`config.mk`:
```
export PLATFORM = sky130hd
export DESIGN_NAME = int_freqdiv_monitor_flat
export DESIGN_NICKNAME = d
export VERILOG_FILES = /design/src/rtl/int_freqdiv_monitor_pkg.sv /design/src/rtl/int_freqdiv_monitor_if.sv /design/src/rtl/int_freqdiv_monitor_sync2.sv /design/src/rtl/int_freqdiv_monitor.sv /design/src/flat_wrapper.sv
export SDC_FILE = /design/constraint.sdc
export NUM_CORES = 1
export LEC_CHECK = 0
export CORE_MARGIN = 2
export CORE_UTILIZATION = 45
export DETAILED_ROUTE_END_ITERATION = 10
export GPL_TIMING_DRIVEN = 0
export PLACE_DENSITY = 0.68
export SETUP_SLACK_MARGIN = 0.5
export SYNTH_ARGS = -nofsm -noshare
export SYNTH_HDL_FRONTEND = slang
export SYNTH_HIERARCHICAL = 1
export SYNTH_SLANG_ARGS = --single-unit
```
`constraint.sdc`:
```
create_clock -name clk_in -period 2.27 [get_ports clk_in]
set_clock_uncertainty 0.05 [all_clocks]
set_input_delay 0.454 -clock clk_in [delete_from_list [all_inputs] [get_ports clk_in]]
set_output_delay 0.454 -clock clk_in [all_outputs]
set_load 0.01 [all_outputs]
```
`src/rtl/int_freqdiv_monitor_pkg.sv`:
```
// Shared definitions for the integer clock divider family: the
// counter-width helper, the monitor state encoding and the duty-window test.
// The file carries the package freq_div_pkg so the divider and the monitor
// can share one width function.
package freq_div_pkg;

  // Monitor FSM encoding
  typedef enum logic [1:0] {
    S_IDLE = 2'd0,
    S_ACQ  = 2'd1,
    S_LOCK = 2'd2
  } state_t;

  // Bits needed to hold the values 0 .. value-1 (minimum 1 bit)
  function automatic int int_log2(input int value);
    int w;
    w = 0;
    for (int i = 0; i < 31; i++) begin
      if ((32'sd1 <<< i) < value) begin
        w = i + 1;
      end else begin
        w = w;
      end
    end
    if (w == 0) begin
      w = 1;
    end else begin
      w = w;
    end
    return w;
  endfunction

  // A high phase is acceptable when it is either half of an odd or even period
  function automatic logic duty_in_window(input int div, input int high);
    return (high == (div / 32'sd2)) || (high == ((div + 32'sd1) / 32'sd2));
  endfunction

endpackage

```
`src/rtl/int_freqdiv_monitor_if.sv`:
```
// Signal bundle between the monitor and its consumer. The consumer (master)
// drives the enable and the divided clock; the monitor (slave) reports the
// measured period, the high phase and the health flags.
interface int_freqdiv_monitor_if #(
  parameter int CNT_W = 8
);
  logic             sync;
  logic             clk_div;
  logic [CNT_W-1:0] period;
  logic             period_valid;
  logic [CNT_W-1:0] high_time;
  logic             locked;
  logic             err;
  logic             timeout;

  modport master (
    output sync,
    output clk_div,
    input  period,
    input  period_valid,
    input  high_time,
    input  locked,
    input  err,
    input  timeout
  );

  modport slave (
    input  sync,
    input  clk_div,
    output period,
    output period_valid,
    output high_time,
    output locked,
    output err,
    output timeout
  );
endinterface

```
`src/rtl/int_freqdiv_monitor_sync2.sv`:
```
// Two-flop synchronizer bringing the monitored divided clock into the
// clk_in domain. Both flops clear on reset and on the synchronous clear.
module freqdiv_sync2 (
  input  logic clk_in,
  input  logic rst,
  input  logic i_clr,
  input  logic i_d,
  output logic o_q
);

  logic r_meta;
  logic r_sync;

  // Two-stage capture of the asynchronous input
  always_ff @(posedge clk_in or negedge rst) begin
    if (!rst) begin
      r_meta <= 1'b0;
      r_sync <= 1'b0;
    end else if (i_clr) begin
      r_meta <= 1'b0;
      r_sync <= 1'b0;
    end else begin
      r_meta <= i_d;
      r_sync <= r_meta;
    end
  end

  assign o_q = r_sync;

endmodule

```
`src/rtl/int_freqdiv_monitor.sv`:
```
// Receive-side checker for an integer-divided clock. Measures the period of
// clk_div in clk_in cycles, locks after LOCK_CNT consecutive periods equal to
// DIV, pulses err on a mismatch while locked and raises timeout when clk_div
// stops toggling for MAX_PERIOD cycles.
// Optional feature macro: INT_FREQDIV_DUTY_CHECK_EN adds high-phase
// measurement and a duty-cycle check while locked; without it high_time is 0.
module int_freqdiv_monitor
  import freq_div_pkg::*;
#(
  parameter int DIV        = 2,
  parameter int LOCK_CNT   = 4,
  parameter int MAX_PERIOD = 255
) (
  input logic                  clk_in,
  input logic                  rst,
  int_freqdiv_monitor_if.slave bus
);

  localparam int CNT_W = int_log2(MAX_PERIOD + 1);
  localparam int MC_W  = int_log2(LOCK_CNT + 1);

  localparam logic [CNT_W-1:0] C_DIV     = CNT_W'(DIV);
  localparam logic [CNT_W-1:0] C_MAX     = CNT_W'(MAX_PERIOD);
  localparam logic [CNT_W-1:0] C_ONE     = CNT_W'(32'd1);
  localparam logic [MC_W-1:0]  C_LOCK    = MC_W'(LOCK_CNT);
  localparam logic [MC_W-1:0]  C_LOCK_M1 = MC_W'(LOCK_CNT - 1);
  localparam logic [MC_W-1:0]  C_MC_ONE  = MC_W'(32'd1);

  logic             w_clr;
  logic             w_s2;
  logic             r_s3;
  logic             r_rise;

  state_t           r_state;
  state_t           w_state_nxt;
  logic [CNT_W-1:0] r_cnt;
  logic [CNT_W-1:0] w_cnt_nxt;
  logic [MC_W-1:0]  r_match_cnt;
  logic [MC_W-1:0]  w_match_nxt;
  logic [CNT_W-1:0] r_period;
  logic [CNT_W-1:0] w_period_nxt;
  logic             r_period_valid;
  logic             w_pv_nxt;
  logic             r_err;
  logic             w_err_nxt;
  logic             r_locked;
  logic             w_locked_nxt;
  logic             r_timeout;
  logic             w_timeout_nxt;

  logic             w_period_match;
  logic             w_cnt_at_max;
  logic             w_duty_bad;

  // sync low acts as a synchronous clear of the whole monitor
  assign w_clr = ~bus.sync;

  freqdiv_sync2 u_sync2 (
    .clk_in (clk_in),
    .rst    (rst),
    .i_clr  (w_clr),
    .i_d    (bus.clk_div),
    .o_q    (w_s2)
  );

  // Delay stage and registered rising-edge pulse of the synchronized clock
  always_ff @(posedge clk_in or negedge rst) begin
    if (!rst) begin
      r_s3   <= 1'b0;
      r_rise <= 1'b0;
    end else if (w_clr) begin
      r_s3   <= 1'b0;
      r_rise <= 1'b0;
    end else begin
      r_s3   <= w_s2;
      r_rise <= w_s2 & ~r_s3;
    end
  end

`ifdef INT_FREQDIV_DUTY_CHECK_EN
  logic             r_fall;
  logic [CNT_W-1:0] r_high_time;

  // Registered falling-edge pulse and high-phase capture
  always_ff @(posedge clk_in or negedge rst) begin
    if (!rst) begin
      r_fall      <= 1'b0;
      r_high_time <= {CNT_W{1'b0}};
    end else if (w_clr) begin
      r_fall      <= 1'b0;
      r_high_time <= {CNT_W{1'b0}};
    end else begin
      r_fall <= ~w_s2 & r_s3;
      if (r_fall) begin
        r_high_time <= r_cnt;
      end else begin
        r_high_time <= r_high_time;
      end
    end
  end

  assign w_duty_bad    = r_fall & ~duty_in_window(DIV, int'(r_cnt));
  assign bus.high_time = r_high_time;
`else
  assign w_duty_bad    = 1'b0;
  assign bus.high_time = {CNT_W{1'b0}};
`endif

  assign w_period_match = (r_cnt == C_DIV);
  assign w_cnt_at_max   = (r_cnt == C_MAX);

  // State, counter and output registers
  always_ff @(posedge clk_in or negedge rst) begin
    if (!rst) begin
      r_state        <= S_IDLE;
      r_cnt          <= {CNT_W{1'b0}};
      r_match_cnt    <= {MC_W{1'b0}};
      r_period       <= {CNT_W{1'b0}};
      r_period_valid <= 1'b0;
      r_err          <= 1'b0;
      r_locked       <= 1'b0;
      r_timeout      <= 1'b0;
    end else begin
      r_state        <= w_state_nxt;
      r_cnt          <= w_cnt_nxt;
      r_match_cnt    <= w_match_nxt;
      r_period       <= w_period_nxt;
      r_period_valid <= w_pv_nxt;
      r_err          <= w_err_nxt;
      r_locked       <= w_locked_nxt;
      r_timeout      <= w_timeout_nxt;
    end
  end

  // Next-state and next-output decode of the measurement FSM
  always_comb begin
    w_state_nxt   = r_state;
    w_cnt_nxt     = r_cnt;
    w_match_nxt   = r_match_cnt;
    w_period_nxt  = r_period;
    w_pv_nxt      = 1'b0;
    w_err_nxt     = 1'b0;
    w_locked_nxt  = r_locked;
    w_timeout_nxt = r_timeout;

    if (w_clr) begin
      w_state_nxt   = S_IDLE;
      w_cnt_nxt     = {CNT_W{1'b0}};
      w_match_nxt   = {MC_W{1'b0}};
      w_period_nxt  = {CNT_W{1'b0}};
      w_locked_nxt  = 1'b0;
      w_timeout_nxt = 1'b0;
    end else begin
      // Cycles since the last rising edge, saturating at the timeout limit
      if (r_rise) begin
        w_cnt_nxt = C_ONE;
      end else if (w_cnt_at_max) begin
        w_cnt_nxt = C_MAX;
      end else begin
        w_cnt_nxt = r_cnt + C_ONE;
      end

      case (r_state)
        S_IDLE: begin
          // First edge only opens the measurement window; its period is partial
          if (r_rise) begin
            w_state_nxt   = S_ACQ;
            w_timeout_nxt = 1'b0;
          end else begin
            w_state_nxt = S_IDLE;
          end
        end

        S_ACQ: begin
          if (r_rise) begin
            w_period_nxt  = r_cnt;
            w_pv_nxt      = 1'b1;
            w_timeout_nxt = 1'b0;
            if (w_period_match) begin
              if (r_match_cnt == C_LOCK_M1) begin
                w_match_nxt  = C_LOCK;
                w_locked_nxt = 1'b1;
                w_state_nxt  = S_LOCK;
              end else begin
                w_match_nxt = r_match_cnt + C_MC_ONE;
              end
            end else begin
              w_match_nxt = {MC_W{1'b0}};
            end
          end else if (w_cnt_at_max) begin
            w_timeout_nxt = 1'b1;
            w_locked_nxt  = 1'b0;
            w_match_nxt   = {MC_W{1'b0}};
            w_state_nxt   = S_IDLE;
          end else begin
            w_state_nxt = S_ACQ;
          end
        end

        S_LOCK: begin
          if (r_rise) begin
            w_period_nxt  = r_cnt;
            w_pv_nxt      = 1'b1;
            w_timeout_nxt = 1'b0;
            if (!w_period_match) begin
              w_err_nxt    = 1'b1;
              w_locked_nxt = 1'b0;
              w_match_nxt  = {MC_W{1'b0}};
              w_state_nxt  = S_ACQ;
            end else begin
              w_state_nxt = S_LOCK;
            end
          end else if (w_cnt_at_max) begin
            w_timeout_nxt = 1'b1;
            w_locked_nxt  = 1'b0;
            w_match_nxt   = {MC_W{1'b0}};
            w_state_nxt   = S_IDLE;
          end else if (w_duty_bad) begin
            w_err_nxt    = 1'b1;
            w_locked_nxt = 1'b0;
            w_match_nxt  = {MC_W{1'b0}};
            w_state_nxt  = S_ACQ;
          end else begin
            w_state_nxt = S_LOCK;
          end
        end

        default: begin
          w_state_nxt  = S_IDLE;
          w_match_nxt  = {MC_W{1'b0}};
          w_locked_nxt = 1'b0;
        end
      endcase
    end
  end

  assign bus.period       = r_period;
  assign bus.period_valid = r_period_valid;
  assign bus.locked       = r_locked;
  assign bus.err          = r_err;
  assign bus.timeout      = r_timeout;

endmodule

```
`src/flat_wrapper.sv`:
```
// flat-port wrapper written by rule: the top's interface ports become plain ports
module int_freqdiv_monitor_flat import freq_div_pkg::*;
#(
  parameter int DIV        = 2,
  parameter int LOCK_CNT   = 4,
  parameter int MAX_PERIOD = 255
)
  (clk_in, rst, bus_sync, bus_clk_div, bus_period, bus_period_valid, bus_high_time, bus_locked, bus_err, bus_timeout);
  int_freqdiv_monitor_if #(.CNT_W((int_log2((15) + 1)))) bus_i ();
  input logic clk_in;
  input logic rst;
  input wire logic [$bits(bus_i.sync)-1:0] bus_sync;
  input wire logic [$bits(bus_i.clk_div)-1:0] bus_clk_div;
  output wire logic [$bits(bus_i.period)-1:0] bus_period;
  output wire logic [$bits(bus_i.period_valid)-1:0] bus_period_valid;
  output wire logic [$bits(bus_i.high_time)-1:0] bus_high_time;
  output wire logic [$bits(bus_i.locked)-1:0] bus_locked;
  output wire logic [$bits(bus_i.err)-1:0] bus_err;
  output wire logic [$bits(bus_i.timeout)-1:0] bus_timeout;
  assign bus_i.sync = bus_sync;
  assign bus_i.clk_div = bus_clk_div;
  assign bus_period = bus_i.period;
  assign bus_period_valid = bus_i.period_valid;
  assign bus_high_time = bus_i.high_time;
  assign bus_locked = bus_i.locked;
  assign bus_err = bus_i.err;
  assign bus_timeout = bus_i.timeout;
  int_freqdiv_monitor #(.DIV(DIV), .LOCK_CNT(LOCK_CNT), .MAX_PERIOD(MAX_PERIOD)) u_core (.clk_in(clk_in), .rst(rst), .bus(bus_i));
endmodule
```
=== Yosys cells after proc, flatten, opt, wreduce, memory -nomap -nowiden ===
Index checks and enable logic that the tools add are counted.
Widths: inputs -> output; s select.

* Logic and storage cells: 85
* Flip-flop bits (word level): 25
* Input port bits: 4
* Output and inout port bits: 12

* Add/sub/neg operators: 2
* Bitwise gates (word level): 2
* Reductions and logical operators: 7
* Multiplexer cells: 48
* Equal/unequal tests: 14

{| class="wikitable"
|+ Operator list
! kind !! number
|-
| $mux 1 || 24
|-
| $mux 8 || 3
|-
| $mux 3 || 7
|-
| $mux 2 || 7
|-
| $mux 4 || 3
|-
| $ne 4x4->1 const B || 3
|-
| $pmux 3 s3 || 1
|-
| $add 8x1->8 const B || 1
|-
| $eq 8x2->1 const B || 1
|-
| $eq 8x8->1 const B || 1
|-
| $ne 3x2->1 const B || 2
|-
| $pmux 2 s3 || 1
|-
| $reduce_and 2->1 || 3
|-
| $ne 2x2->1 const B || 2
|-
| $ne 4x2->1 const B || 1
|-
| $reduce_and 4->1 || 1
|-
| $add 3x1->3 const B || 1
|-
| $eq 3x2->1 const B || 1
|-
| $pmux 1 s3 || 1
|-
| $reduce_and 3->1 || 1
|-
| $eq 2x1->1 const B || 1
|-
| $eq 2x2->1 const B || 1
|-
| $logic_not 2->1 || 1
|-
| $ne 2x1->1 const B || 1
|-
| other kinds (4) || 4
|}

=== Longest topological paths before layout ===
Gate-level depths: netlist (run 1).

* Depth after elaboration: 6
* Gate-level depth with buffers: 7
* Gate-level depth less buffers: 6

=== By module ===
The synthesis (run 1) kept the hierarchy.

{| class="wikitable"
|+ Modules (own cells, without submodules)
! module !! area each (um2) !! times used !! sequential area each (um2) !! cells an instance
|-
| int_freqdiv_monitor || 1,316.3 || 1 || 575.6 || 135
|-
| freqdiv_sync2 || 62.6 || 1 || 50.0 || 4
|}

=== Worst setup path before layout (run 1) ===
OpenSTA, ideal clock, no wires.

* Kind: flip-flop to flip-flop
* From: register u_core.r_state[0]
* To: register u_core.r_locked, in the netlist u_core/bus.locked
* Slack: 0.569 ns
* Required time: 2.094 ns
* Library setup time: 0.126 ns
* Data arrival time: 1.525 ns
* Buffers on the path: 0
* Stages on the path, launching flop included: 7
* Clock period less this slack: 1.701 ns
* Cells stage by stage: dfrtp_1 -> inv_1 -> ha_1 -> and3_1 -> a32o_2 -> and2_1 -> a311o_1

* Longest elaborated chain between the ends: 3
* Elaborated cells between the ends (all ways): 10
* Classes of those cells: eq/ne (6); mux (2); reduce/logical (2)

{| class="wikitable"
|+ RTL lines
! what !! line !! source
|-
| start: declaration || int_freqdiv_monitor.sv:34 || <nowiki>state_t r_state;</nowiki>
|-
| start signal: assignment || int_freqdiv_monitor.sv:124 || <nowiki>r_state <= w_state_nxt;</nowiki>
|-
| $eq 2x1->1, or another cell as far along || int_freqdiv_monitor.sv:163 || <nowiki>case (r_state)</nowiki>
|-
| $ne 4x4->1 (no line), or another cell as far along || -- ||
|-
| $reduce_and 4->1 (no line) or $mux 1 (tied branches) || -- ||
|-
| end signal: assignment || int_freqdiv_monitor.sv:130 || <nowiki>r_locked <= w_locked_nxt;</nowiki>
|-
| end: declaration || int_freqdiv_monitor.sv:46 || <nowiki>logic r_locked;</nowiki>
|}

Parallel ways exist; a longest one is shown, timed or not.
A chain may end at the register's enable or synchronous reset.

=== Final worst setup path (run 1) ===
Ends and elaborated chain as after synthesis.

==> results of run 1 <==
## state kept, by name (all words and copies together), names as in the netlist
| register | flops |
|---|---|
| u_core/r_state | 2 |
| u_core/u_sync2/o_q | 1 |
| u_core/r_period | 4 |
| u_core/bus.timeout | 1 |
| u_core/bus.locked | 1 |
| u_core/u_sync2/r_meta | 1 |
| u_core/bus.period_valid | 1 |
| u_core/r_s3 | 1 |
| u_core/r_cnt | 8 |
| u_core/r_match_cnt | 3 |
| u_core/r_rise | 1 |
| u_core/bus.err | 1 |
## worst max-delay path, delay by kind of cell, from the launching register on
family                   cells  cell delay (ns)
buffers and inverters        1             0.08
flip-flops                   1             0.42
adder cells (fa/ha/maj)      1             0.22
AO/OA/AOI/OAI                2             0.56
AND/OR/NAND/NOR              2             0.35
## synthesized netlist by cell type (all sizes together), types with 2 or more instances
| library cell | count |
|---|---|
| dfrtp | 25 |
| nand2 | 13 |
| nand3 | 9 |
| o21ai | 4 |
| nor4 | 3 |
| nor2b | 5 |
| nor3 | 4 |
| buf | 5 |
| a31oi | 2 |
| nand4 | 3 |
| a32o | 2 |
| inv | 8 |
| and2 | 5 |
| xnor2 | 2 |
| a21oi | 11 |
| and3 | 3 |
| ha | 8 |
| nor2 | 5 |
| clkbuf | 3 |
## path summary, 6_finish.rpt
kind,from,end,slack [ns]
setup reg to reg,u_core/r_state[0],u_core/bus.locked,0.51
hold / removal,u_core/r_s3,u_core/r_rise,0.35
hold reg to reg,u_core/r_s3,u_core/r_rise,0.35
max in group asynchronous,rst,u_core/r_period[3],0.86
min in group asynchronous,rst,u_core/bus.period_valid,0.66
setup / recovery,u_core/r_state[0],u_core/bus.locked,0.51
## power by group through the flow
stage | Sequential [W] | Clock (W) | Combinational, W
6_report | 0.000461 | 0.000207 | 0.0000810
5_1_grt | 0.000462 | 0.000229 | 0.0000900
4_1_cts | 0.000461 | 0.000217 | 0.0000749
3_5_place_dp | 0.000469 | 0 | 0.0000677
3_3_place_gp | 0.000469 | 0 | 0.0000658
2_1_floorplan | 0.000467 | 0 | 0.0000434
## cell families after synthesis
logic type	synth area share, %
simple gates	22.7
compound gates	16.0
flops	45.4
buf+inv	5.81
fa+ha+maj	7.26
xor+xnor	1.91
other cells	0.272
mux	0.726
## stage by stage
| step | setup TNS, ns | total power, W | cell area (um^2) | util [%] |
|---|---|---|---|---|
| after global routing | 0 | 0.000781 | 1670 | 56.1 |
| after detailed placement | -0.0364 | 0.000537 | 1540 | 51.8 |
| final | 0 | 0.000749 | 1670 | 56.1 |
| after CTS | 0 | 0.000753 | 1630 | 54.8 |
| after floorplan | 0 | 0.000511 | 1390 | - |
| after global placement | 0 | 0.000535 | 1540 | 51.8 |
## per-layer routing
metal / up-vias / global-route usage, % / part of all wire (%)
met1: 530 / 24.3 / 47
met4: 0 / 5.84 / 0.82
met3: 4 / 2.62 / 4.4
li1: 536 / - / -
met5: - / 0 / 0
met2: 33 / 27.5 / 48
## repair_timing
item	in CTS	in global routing
setup buffers	4	2
gates resized for setup	9	11
pin swaps	2	2
setup endpoints to repair	11	11
## final cells by class
cell class	instances	area, um^2	share of cell area [%]
Inverter	9	35.0	2.10
Timing Repair Buffer	17	164	9.81
Buffer	8	51.3	3.07
Tap cell	33	41.3	2.47
Clock inverter	1	7.51	0.449
Sequential cell	25	626	37.5
Clock buffer	3	22.5	1.35
Multi-Input combinational cell	100	723	43.3
==> results.md, run 1 <==
Run status:
- The flow ran to the end, and the final reports show no timing, DRC or antenna violations.

Clock network:
- The clock edge transition at the registers on the reported setup and hold paths is 0.14 ns.
- The total of hold buffers inserted after clock tree synthesis is 0.
- The latest clock arrival within the worst-skew pair is 0.32 ns.
- The number of buffers inserted during clock tree synthesis is 3.
- In this run the number of H-tree levels came out at 1.
- The CTS tree is done.
- In this run the deepest clock path goes through 2 buffers.
- The cell sitting at the root of the clock tree is a sky130_fd_sc_hd__clkbuf_4.
- The number of sinks driven by the clock tree is 25.

Routing:
- Once detail routing completed, the nets flagged for antenna violations numbered 0.
- The post-detailed-routing wire length is 2.82 mm.
- The iteration count of the initial detailed-routing pass is 4.
- The DRC violation count after routing is 0.
- The via count normalized by instance count is 5.63.
- Dividing the detail-routed wire length by the instance count gives 14.4 um.
- The detailed router finished its first iteration with 66 violations.
- The via count is 1103.

Place:
- The HPWL after detailed placement is 1.96 mm.
- Routability-driven placement finished with a final weighted congestion of 0.823.
- The placement-stage worst setup slack is -0.0364 ns.
- Port buffering added 11 buffers.
- Including well taps, the total number of placed cells is 186.

Synthesis:
- The cell count after synthesis came out at 139.
- Counting flops with a built-in enable in the synthesized netlist gives 0.
- The fraction of registers with async set or reset after synthesis is 100%.
- The average instance area after synthesis is 9.92 um^2.
- Counting distinct cell types in the post-synthesis netlist gives 44.
- The cell type with the highest aggregate area in the netlist is sky130_fd_sc_hd__dfrtp_1.
- Summed over its instances, the top area cell type makes up 45.4% of the synthesized netlist area.
- The number of warnings printed during yosys synthesis is 6.
- The part of the Yosys area used for sequential elements is 45.4%.
- The primary flip-flop cell chosen by synthesis mapping is sky130_fd_sc_hd__dfrtp_1.
- Yosys attributes the largest share of cell area to sky130_fd_sc_hd__dfrtp_1 45%, sky130_fd_sc_hd__ha_1 7.3%, sky130_fd_sc_hd__a21oi_1 4.0%.
- The cell area that synthesis handed to floorplanning was 1380 um^2.
- In this run, synthesis produced a sequential element count of 25.

Setup path:
- Traced cell by cell, the critical path runs through inv_1 > ha_2 > and3_4 > a32o_2 > and2_1 > a311o_1.
- The worst setup path is of the reg2reg kind.
- The maximum fanout along the worst path is 5.
- The worst setup path is captured at a register.
- The number of cells on the worst reg-to-reg path is 6.
- At the worst endpoint, the required time is 2.44 ns.
- The nature of the critical path startpoint is a register.
- Data on the critical path arrives at its endpoint at 1.94 ns.
- The largest individual stage delay along the critical path comes from the cell sky130_fd_sc_hd__dfrtp_1.
- On the worst path, the slowest cell contributes a delay of 0.42 ns.

Timing:
- Setup violations remaining at the end of the flow were counted as 0.
- Setup slack on the critical path of the routed design comes to 0.506 ns.
- Setup repair after global routing could not meet its margin everywhere.
- The hold violation total from the final report was 0.
- Static timing analysis puts the maximum clock frequency at 567 MHz.
- The share of the clock period used by the worst path is 77.7%.
- The count of final max-slew check failures was 0.
- At the pin with the least slew margin, the transition time is 1.10 ns.
- Headroom to the max-slew limit came out at 26.5%.
- The minimum clock period after layout is 1.76 ns.
- The worst hold margin is 0.351 ns.

Final layout:
- The number of nets at the end of the flow is 176.
- From synthesis to final layout, the design area changed by 21.1%.
- The number of standard cells in the layout, taps in and fillers out is 196.
- In the layout the commonest cells are 25 x sky130_fd_sc_hd__dfrtp_1, 13 x sky130_fd_sc_hd__nand2_1, 11 x sky130_fd_sc_hd__a21oi_1, 11 x sky130_fd_sc_hd__buf_4, 9 x sky130_fd_sc_hd__nand3_1.
- The number of antenna diodes in the final layout is 0.
- The share of layout cells above drive strength 1 is 19.6%.
- The most common cell after layout, fill and taps aside is sky130_fd_sc_hd__dfrtp_1.
- The layout filler cell count is 274.

Power:
- The analysis attributes to cell leakage a power of 0.818 nW.
- The internal power component is 0.000555 W.
- The portion of total power attributed to the clock network is 27.7%.
- Per report_power, the combinational group accounts for 10.8% of the total.
- The register share of total power is 61.5%.
- In this run switching power makes up 25.9% of total power.
- The analysis attributes to net switching a power of 0.000194 W.
- The power density over the cells is 449 nW/um^2.
- The maximum ir drop on the vdd rail is 0.321 mV.

Global routing:
- The aggregate global routing overflow is 0.
- The total global routing track utilization is 17.4%.
- The first global-routing pass estimated 4.63 mm of wire.
- The via count of the first global-routing pass is 1025.
- The number of antenna violations at the first check in global routing is 0.
- The largest net degree at the start of global routing is 26.

Die:
- The floorplan step defined a die boundary enclosing 3520 um^2.
- 16 I/O pins were placed.
- The effective utilization at floorplan is 46.3%.
- The total area inside the core boundary comes to 2980 um^2.
- The die outline width is 59.4 um.
- The number of rows in the core area is 20.
- In this run the vertical extent of the chip is 59.4 um.

Flow run:
- The reported max-cap violation count is 0.

Worst hold path:
- The cell depth of the worst min-delay path is 1.
- The worst min-delay path class is reg2reg.
Power figures use the tool's default switching activity.
==> run 2: changes to the inputs <==
clock period = 1.8 ns   (was 2.27 ns; I/O delays follow)
==> results.md, run 2 (synthesized netlist as in run 1, its figures left out) <==
Setup path:
- The critical path data required time was 1.98 ns (was 2.44 ns).
- The count of buffer and inverter cells on the critical path came to 1 (unchanged).
- The critical path data arrival time is 1.92 ns (was 1.94 ns).
- The category of the worst setup path capture point is a register (unchanged).
- The critical path's slowest cell is sky130_fd_sc_hd__dfrtp_1 (unchanged).
- The maximum fanout along the worst path was 5 (unchanged).
- The class of the most critical setup path is reg2reg (unchanged).
- The worst stage delay on the critical path is 0.43 ns (was 0.42 ns).
- The nature of the critical path startpoint is a register (unchanged).
- The kind of cell adding the most delay to the critical path is compound AO/OA/AOI/OAI gates (unchanged).
- Cells traversed along the worst timing path: inv_1 > ha_1 > nor3b_4 > a31oi_4 > o21bai_1 > a311o_1 (was inv_1 > ha_2 > and3_4 > a32o_2 > and2_1 > a311o_1).

Timing:
- The share of the clock period used by the worst path was 96.9% (was 77.7%).
- The number of failing setup endpoints in the final timing report is 0 (unchanged).
- The max-slew headroom at the worst pin is 58.5% (was 26.5%).
- The hold violation total from the final report is 25 (was 0).
- The worst hold margin was -0.0370 ns (was 0.351 ns).
- The worst-margin pin slew is 0.622 ns (was 1.10 ns).
- The timing-limited maximum frequency came to 573 MHz (was 567 MHz).
- The setup total negative slack came to 0 ns (unchanged).
- Setup repair after global routing missed its margin: yes (unchanged).
- The count of final max-slew check failures is 0 (unchanged).
- The minimum clock period after layout is 1.74 ns (was 1.76 ns).

Power:
- The maximum ir drop on the vdd rail came to 0.294 mV (was 0.321 mV).
- The register share of total power is 60.4% (was 61.5%).
- The power dissipated by switching net loads is 0.000255 W (was 0.000194 W).
- The portion of total power attributed to combinational logic was 12.1% (was 10.8%).
- The portion of total power attributed to the clock network came to 27.5% (was 27.7%).
- The power density over the cells is 531 nW/um^2 (was 449 nW/um^2).
- The total power draw is 0.000963 W (was 0.000749 W).
- The switching portion of total power was 26.5% (was 25.9%).
- The internal power component is 0.000707 W (was 0.000555 W).
- The leakage power figure is 0.851 nW (was 0.818 nW).

Final layout:
- The most common cell after layout, fill and taps aside was sky130_fd_sc_hd__dfrtp_1 (unchanged).
- The number of nets at the end of the flow is 185 (was 176).
- The top register by number of flip-flops is u_core/r_cnt (unchanged).
- The relative area change from synthesis to final layout came to 31.4% (was 21.1%).
- The antenna diode count was 0 (unchanged).
- The layout filler cell count is 253 (was 274).
- Largest registers in the final layout: u_core/r_cnt (8), u_core/r_period (4), u_core/r_match_cnt (3) (unchanged).
- The number of flip-flops under the largest register name is 8 (unchanged).
- The share of layout cells above drive strength 1 was 42.4% (was 19.6%).
- Most frequent cells in the layout: 24 x sky130_fd_sc_hd__dfrtp_1, 19 x sky130_fd_sc_hd__buf_4, 9 x sky130_fd_sc_hd__buf_2 (was 25 x sky130_fd_sc_hd__dfrtp_1, 13 x sky130_fd_sc_hd__nand2_1, 11 x sky130_fd_sc_hd__a21oi_1, 11 x sky130_fd_sc_hd__buf_4, 9 x sky130_fd_sc_hd__nand3_1).

Place:
- The HPWL after detailed placement is 1.98 mm (was 1.96 mm).
- The routability congestion estimate from global placement came to 0.815 (was 0.823).
- The number of port buffers is 11 (unchanged).

Global routing:
- The total global routing track utilization is 18.7% (was 17.4%).
- The largest net degree at the start of global routing is 26 (unchanged).
- The number of antenna violations at the first check in global routing is 0 (unchanged).
- The aggregate global routing overflow came to 0 (unchanged).
- The wire length of the first global-routing pass was 4.93 mm (was 4.63 mm).
- The via count of the first global-routing pass is 1088 (was 1025).

Worst hold path:
- The worst min-delay path class is in2async (was reg2reg).

Routing:
- The iteration-0 DRC count of the detailed router came to 39 (was 66).
- The average wire per cell in the routed design is 15.3 um (was 14.4 um).
- The iteration count of the initial detailed-routing pass is 4 (unchanged).
- The post-detailed-route count of antenna-violating nets is 0 (unchanged).
- The via count is 1128 (was 1103).
- The DRC violation count after routing is 0 (unchanged).
- The via count normalized by instance count is 5.50 (was 5.63).
- The post-detailed-routing wire length was 3.14 mm (was 2.82 mm).

Die:
- The number of rows in the core area is 20 (unchanged).
- The effective utilization at floorplan is 46.3% (unchanged).
- The chip height came to 59.4 um (unchanged).
- The core box area is 2980 um^2 (unchanged).
- The boundary pin count is 16 (unchanged).
- The die outline width is 59.4 um (unchanged).
- The die outline area came to 3520 um^2 (unchanged).

Clock network:
- The number of sinks driven by the clock tree was 25 (unchanged).
- The cell at the root of the clock tree is sky130_fd_sc_hd__clkbuf_4 (unchanged).
- The deepest level of the CTS H-tree is 1 (unchanged).
- The buffer depth of the longest clock path came to 2 (unchanged).
- The number of buffers inserted during clock tree synthesis came to 3 (unchanged).
- The latest clock arrival within the worst-skew pair is 0.33 ns (was 0.32 ns).
- The total of hold buffers inserted after clock tree synthesis was 0 (unchanged).
- The clock edge transition at the registers on the reported setup and hold paths came to 0.15 ns (was 0.14 ns).
- The CTS tree was done (unchanged).

Run status:
- The final reports fail on hold timing.
- Status: finished with violations (was finished, final reports clean).

Flow run:
- The reported max-cap violation count was 0 (unchanged).
[run 2: cell types whose count changed in the layout (fill, tap and decap cells not counted), sizes merged]
cell / previous run / this run
buf: 12 / 30
clkdlybuf4s50: 6 / 1
dlymetal6s2s: 4 / 1
dlygate4sd2: 1 / 0
[run 2: worst register-to-register path: stages (launching register included)]
cell and delay (ns):
sky130_fd_sc_hd__dfrtp_1 0.43, sky130_fd_sc_hd__inv_1 0.07, sky130_fd_sc_hd__ha_1 0.14, sky130_fd_sc_hd__nor3b_4 0.30
sky130_fd_sc_hd__a31oi_4 0.16, sky130_fd_sc_hd__o21bai_1 0.18, sky130_fd_sc_hd__a311o_1 0.31
[run 2: stage by stage]
step	instance area, um^2	utilization (%)	std cells	setup slack, ns
finish	1810	60.8	205	0.0553
global route	1810	60.8	205	-0.0361
CTS	1740	58.4	203	0.0634
detailed placement	1580	53.0	186	-0.371
global placement	1580	53.0	186	-0.373
floorplan	1430	-	142	0.179
[run 2: final cells by class]
class / count / area (um^2) / area share [%]
buffer: 8 / 62.6 / 3.45
clock buffer: 3 / 22.5 / 1.24
clock inverter: 1 / 7.51 / 0.414
inverter: 9 / 37.5 / 2.07
multi-input combinational: 100 / 830 / 45.8
sequential: 25 / 627 / 34.6
tap: 33 / 41.3 / 2.28
timing repair buffer: 26 / 184 / 10.2
[run 2: final timing paths]
kind / cells after the start / slack (ns) / end / start
setup / recovery: 6 / 0.06 / u_core/bus.locked / u_core/r_cnt[0]
hold / removal: 1 / -0.04 / u_core/r_cnt[3] / rst
setup reg to reg: 6 / 0.06 / u_core/bus.locked / u_core/r_cnt[0]
hold reg to reg: 1 / 0.35 / u_core/r_rise / u_core/r_s3
max in group asynchronous: 1 / 1.31 / u_core/r_cnt[5] / rst
min in group clk_in: 1 / 0.35 / u_core/r_rise / u_core/r_s3
[run 2: power by group through the flow]
stage               Clock, W  Sequential, W  Combinational (W)
detailed placement         0       0.000592          0.0000903
floorplan                  0       0.000590          0.0000595
global placement           0       0.000592          0.0000882
finish              0.000264       0.000582           0.000117
CTS                 0.000277       0.000581           0.000107
global route        0.000297       0.000583           0.000127
[run 2: per-layer routing]
metal	GRT usage, %	routed length (um)	share of wire [%]	up-vias
li1	-	-	-	561
met1	25.1	1480	47	545
met2	29.0	1520	49	16
met3	2.62	83	2.6	6
met4	10.4	55	1.8	0
met5	0	0	0	-
[run 2: repair_timing]
action                                  CTS  global route
pin swaps                                13            10
resized for setup                        54            20
buffers inserted                         13             2
gates cloned                              0             0
endpoints found under the setup margin   57            31
==> run 3: changes to the inputs <==
RECOVER_POWER = 25   (was default)
==> results.md, run 3 (synthesized netlist as in run 1, its figures left out) <==
Run status:
- Status: finished, final reports clean (was finished with violations).

Final layout:
- The area of the multi-input gates is 830 um^2 (unchanged).
- The layout filler cell count came to 252 (was 253).
- Most frequent cells in the layout: 24 x sky130_fd_sc_hd__dfrtp_1, 19 x sky130_fd_sc_hd__buf_4, 9 x sky130_fd_sc_hd__buf_2 (unchanged).
- The register cell area after layout is 627 um^2 (unchanged).
- The top register by number of flip-flops is u_core/r_cnt (unchanged).
- The share of layout cells above drive strength 1 is 41.9% (was 42.4%).
- The number of flip-flops under the largest register name is 8 (unchanged).
- Largest registers in the final layout: u_core/r_cnt (8), u_core/r_period (4), u_core/r_match_cnt (3) (unchanged).
- The most common cell after layout, fill and taps aside was sky130_fd_sc_hd__dfrtp_1 (unchanged).
- The relative area change from synthesis to final layout is 31.3% (was 31.4%).
- The number of nets at the end of the flow is 185 (unchanged).
- The antenna diode count is 0 (unchanged).

Power:
- The power density over the cells came to 532 nW/um^2 (was 531 nW/um^2).
- The maximum ir drop on the vdd rail was 0.294 mV (about the same).
- The total power draw is 0.000962 W (was 0.000963 W).
- The leakage power figure is 0.848 nW (was 0.851 nW).

Global routing:
- The total global routing track utilization is 18.7% (unchanged).
- The met2 demand-to-capacity share in global routing came to 29.0% (unchanged).
- The met1 capacity usage during global routing is 25.1% (unchanged).
- The largest net degree at the start of global routing is 26 (unchanged).
- The wire length of the first global-routing pass was 4.93 mm (unchanged).
- The via count of the first global-routing pass is 1088 (unchanged).
- The busiest layer in global routing is met2 (unchanged).
- The global-route met3 utilization was 2.62% (unchanged).
- The aggregate global routing overflow is 0 (unchanged).
- The number of antenna violations at the first check in global routing is 0 (unchanged).

Clock network:
- The deepest level of the CTS H-tree is 1 (unchanged).
- The latest clock arrival within the worst-skew pair is 0.33 ns (about the same).
- The CTS tree is done (unchanged).
- The clock edge transition at the registers on the reported setup and hold paths came to 0.15 ns (about the same).
- The number of buffers inserted during clock tree synthesis came to 3 (unchanged).
- The number of sinks driven by the clock tree is 25 (unchanged).
- The total of hold buffers inserted after clock tree synthesis was 0 (unchanged).
- The buffer depth of the longest clock path is 2 (unchanged).
- The cell at the root of the clock tree is sky130_fd_sc_hd__clkbuf_4 (unchanged).

Routing:
- The via count normalized by instance count was 5.51 (was 5.50).
- The average wire per cell in the routed design is 15.3 um (about the same).
- The via count came to 1129 (was 1128).
- The iteration-0 DRC count of the detailed router is 39 (unchanged).
- The post-detailed-route count of antenna-violating nets is 0 (unchanged).
- The post-detailed-routing wire length is 3.14 mm (about the same).
- The DRC violation count after routing is 0 (unchanged).
- The iteration count of the initial detailed-routing pass came to 4 (unchanged).

Timing:
- The count of final max-slew check failures came to 0 (unchanged).
- The minimum clock period after layout is 1.74 ns (about the same).
- The timing-limited maximum frequency came to 573 MHz (unchanged).
- The worst-margin pin slew is 1.33 ns (was 0.622 ns).
- The share of the clock period used by the worst path came to 96.9% (about the same).
- The hold violation total from the final report is 0 (was 25).
- The number of failing setup endpoints in the final timing report is 0 (unchanged).
- Setup repair after global routing missed its margin: yes (unchanged).
- The setup total negative slack is 0 ns (unchanged).
- The worst hold margin is 0.241 ns (was -0.0370 ns).
- The max-slew headroom at the worst pin is 11.1% (was 58.5%).

Die:
- The number of rows in the core area is 20 (unchanged).
- The die outline width came to 59.4 um (unchanged).
- The die outline area came to 3520 um^2 (unchanged).
- The boundary pin count is 16 (unchanged).
- The chip height is 59.4 um (unchanged).
- The core box area came to 2980 um^2 (unchanged).
- The effective utilization at floorplan is 46.3% (unchanged).

Place:
- The HPWL after detailed placement is 1.98 mm (unchanged).
- The routability congestion estimate from global placement was 0.815 (unchanged).
- The number of port buffers came to 11 (unchanged).

Setup path:
- The critical path data required time was 1.98 ns (about the same).
- The nature of the critical path startpoint is a register (unchanged).
- The worst stage delay on the critical path is 0.43 ns (about the same).
- The category of the worst setup path capture point is a register (unchanged).
- The maximum fanout along the worst path was 5 (unchanged).
- The critical path data arrival time is 1.92 ns (about the same).
- The critical path's slowest cell is sky130_fd_sc_hd__dfrtp_1 (unchanged).
- The class of the most critical setup path is reg2reg (unchanged).
- Cells traversed along the worst timing path: inv_1 > ha_1 > nor3b_4 > a31oi_4 > o21bai_1 > a311o_1 (unchanged).

Flow run:
- The reported max-cap violation count was 0 (unchanged).

Worst hold path:
- The worst min-delay path class is in2async (unchanged).
==> run 3: path summary, 6_finish.rpt <==
| kind | depth (start not counted) | endpoint | slack, ns | startpoint |
|---|---|---|---|---|
| worst max-delay path | 6 | u_core/bus.locked | 0.06 | u_core/r_cnt[0] |
| worst min-delay path | 1 | u_core/r_cnt[5] | 0.24 | rst |
| worst max register to register | 6 | u_core/bus.locked | 0.06 | u_core/r_cnt[0] |
| worst min register to register | 1 | u_core/r_rise | 0.35 | u_core/r_s3 |
| max in group asynchronous | 1 | u_core/r_cnt[5] | 0.60 | rst |
| min in group clk_in | 1 | u_core/r_rise | 0.35 | u_core/r_s3 |
==> run 3: cell type report <==
cell class                 instances  share of cell area (%)
multi-input combinational        100                    45.8
timing repair buffer              26                    10.1
tap                               33                    2.28
sequential                        25                    34.6
clock buffer                       3                    1.24
inverter                           9                    2.07
clock inverter                     1                   0.415
buffer                             8                    3.46
==> run 3: metrics by stage <==
| step | instance area, um^2 | utilization [%] | std cells | setup slack (ns) |
|---|---|---|---|---|
| global route | 1810 | 60.8 | 205 | -0.0361 |
| global placement | 1580 | 53.0 | 186 | -0.373 |
| detailed placement | 1580 | 53.0 | 186 | -0.371 |
| floorplan | 1430 | - | 142 | 0.179 |
| finish | 1810 | 60.8 | 205 | 0.0553 |
| CTS | 1740 | 58.4 | 203 | 0.0634 |
==> run 3: metal layers <==
layer  vias up  routed length, um
met5         -                  0
met4         0                 55
met3         6                 82
met2        16               1520
met1       546               1480
li1        561                  -
==> run 3: critical path: cells and delay by family, from the launching register on <==
kind	cells	cell delay (ns)
simple gates	1	0.30
flops	1	0.43
buf+inv	1	0.07
compound gates	3	0.65
fa+ha+maj	1	0.14
==> run 3: what timing repair did <==
action,CTS,global route
endpoints found under the setup margin,57,31
gates resized for setup,54,20
pin swaps,13,10
setup buffers,13,2
==> run 3: power breakdown <==
part           internal [W]  switching [W]
sequential         0.000571      0.0000105
combinational     0.0000508      0.0000654
clock             0.0000851       0.000179
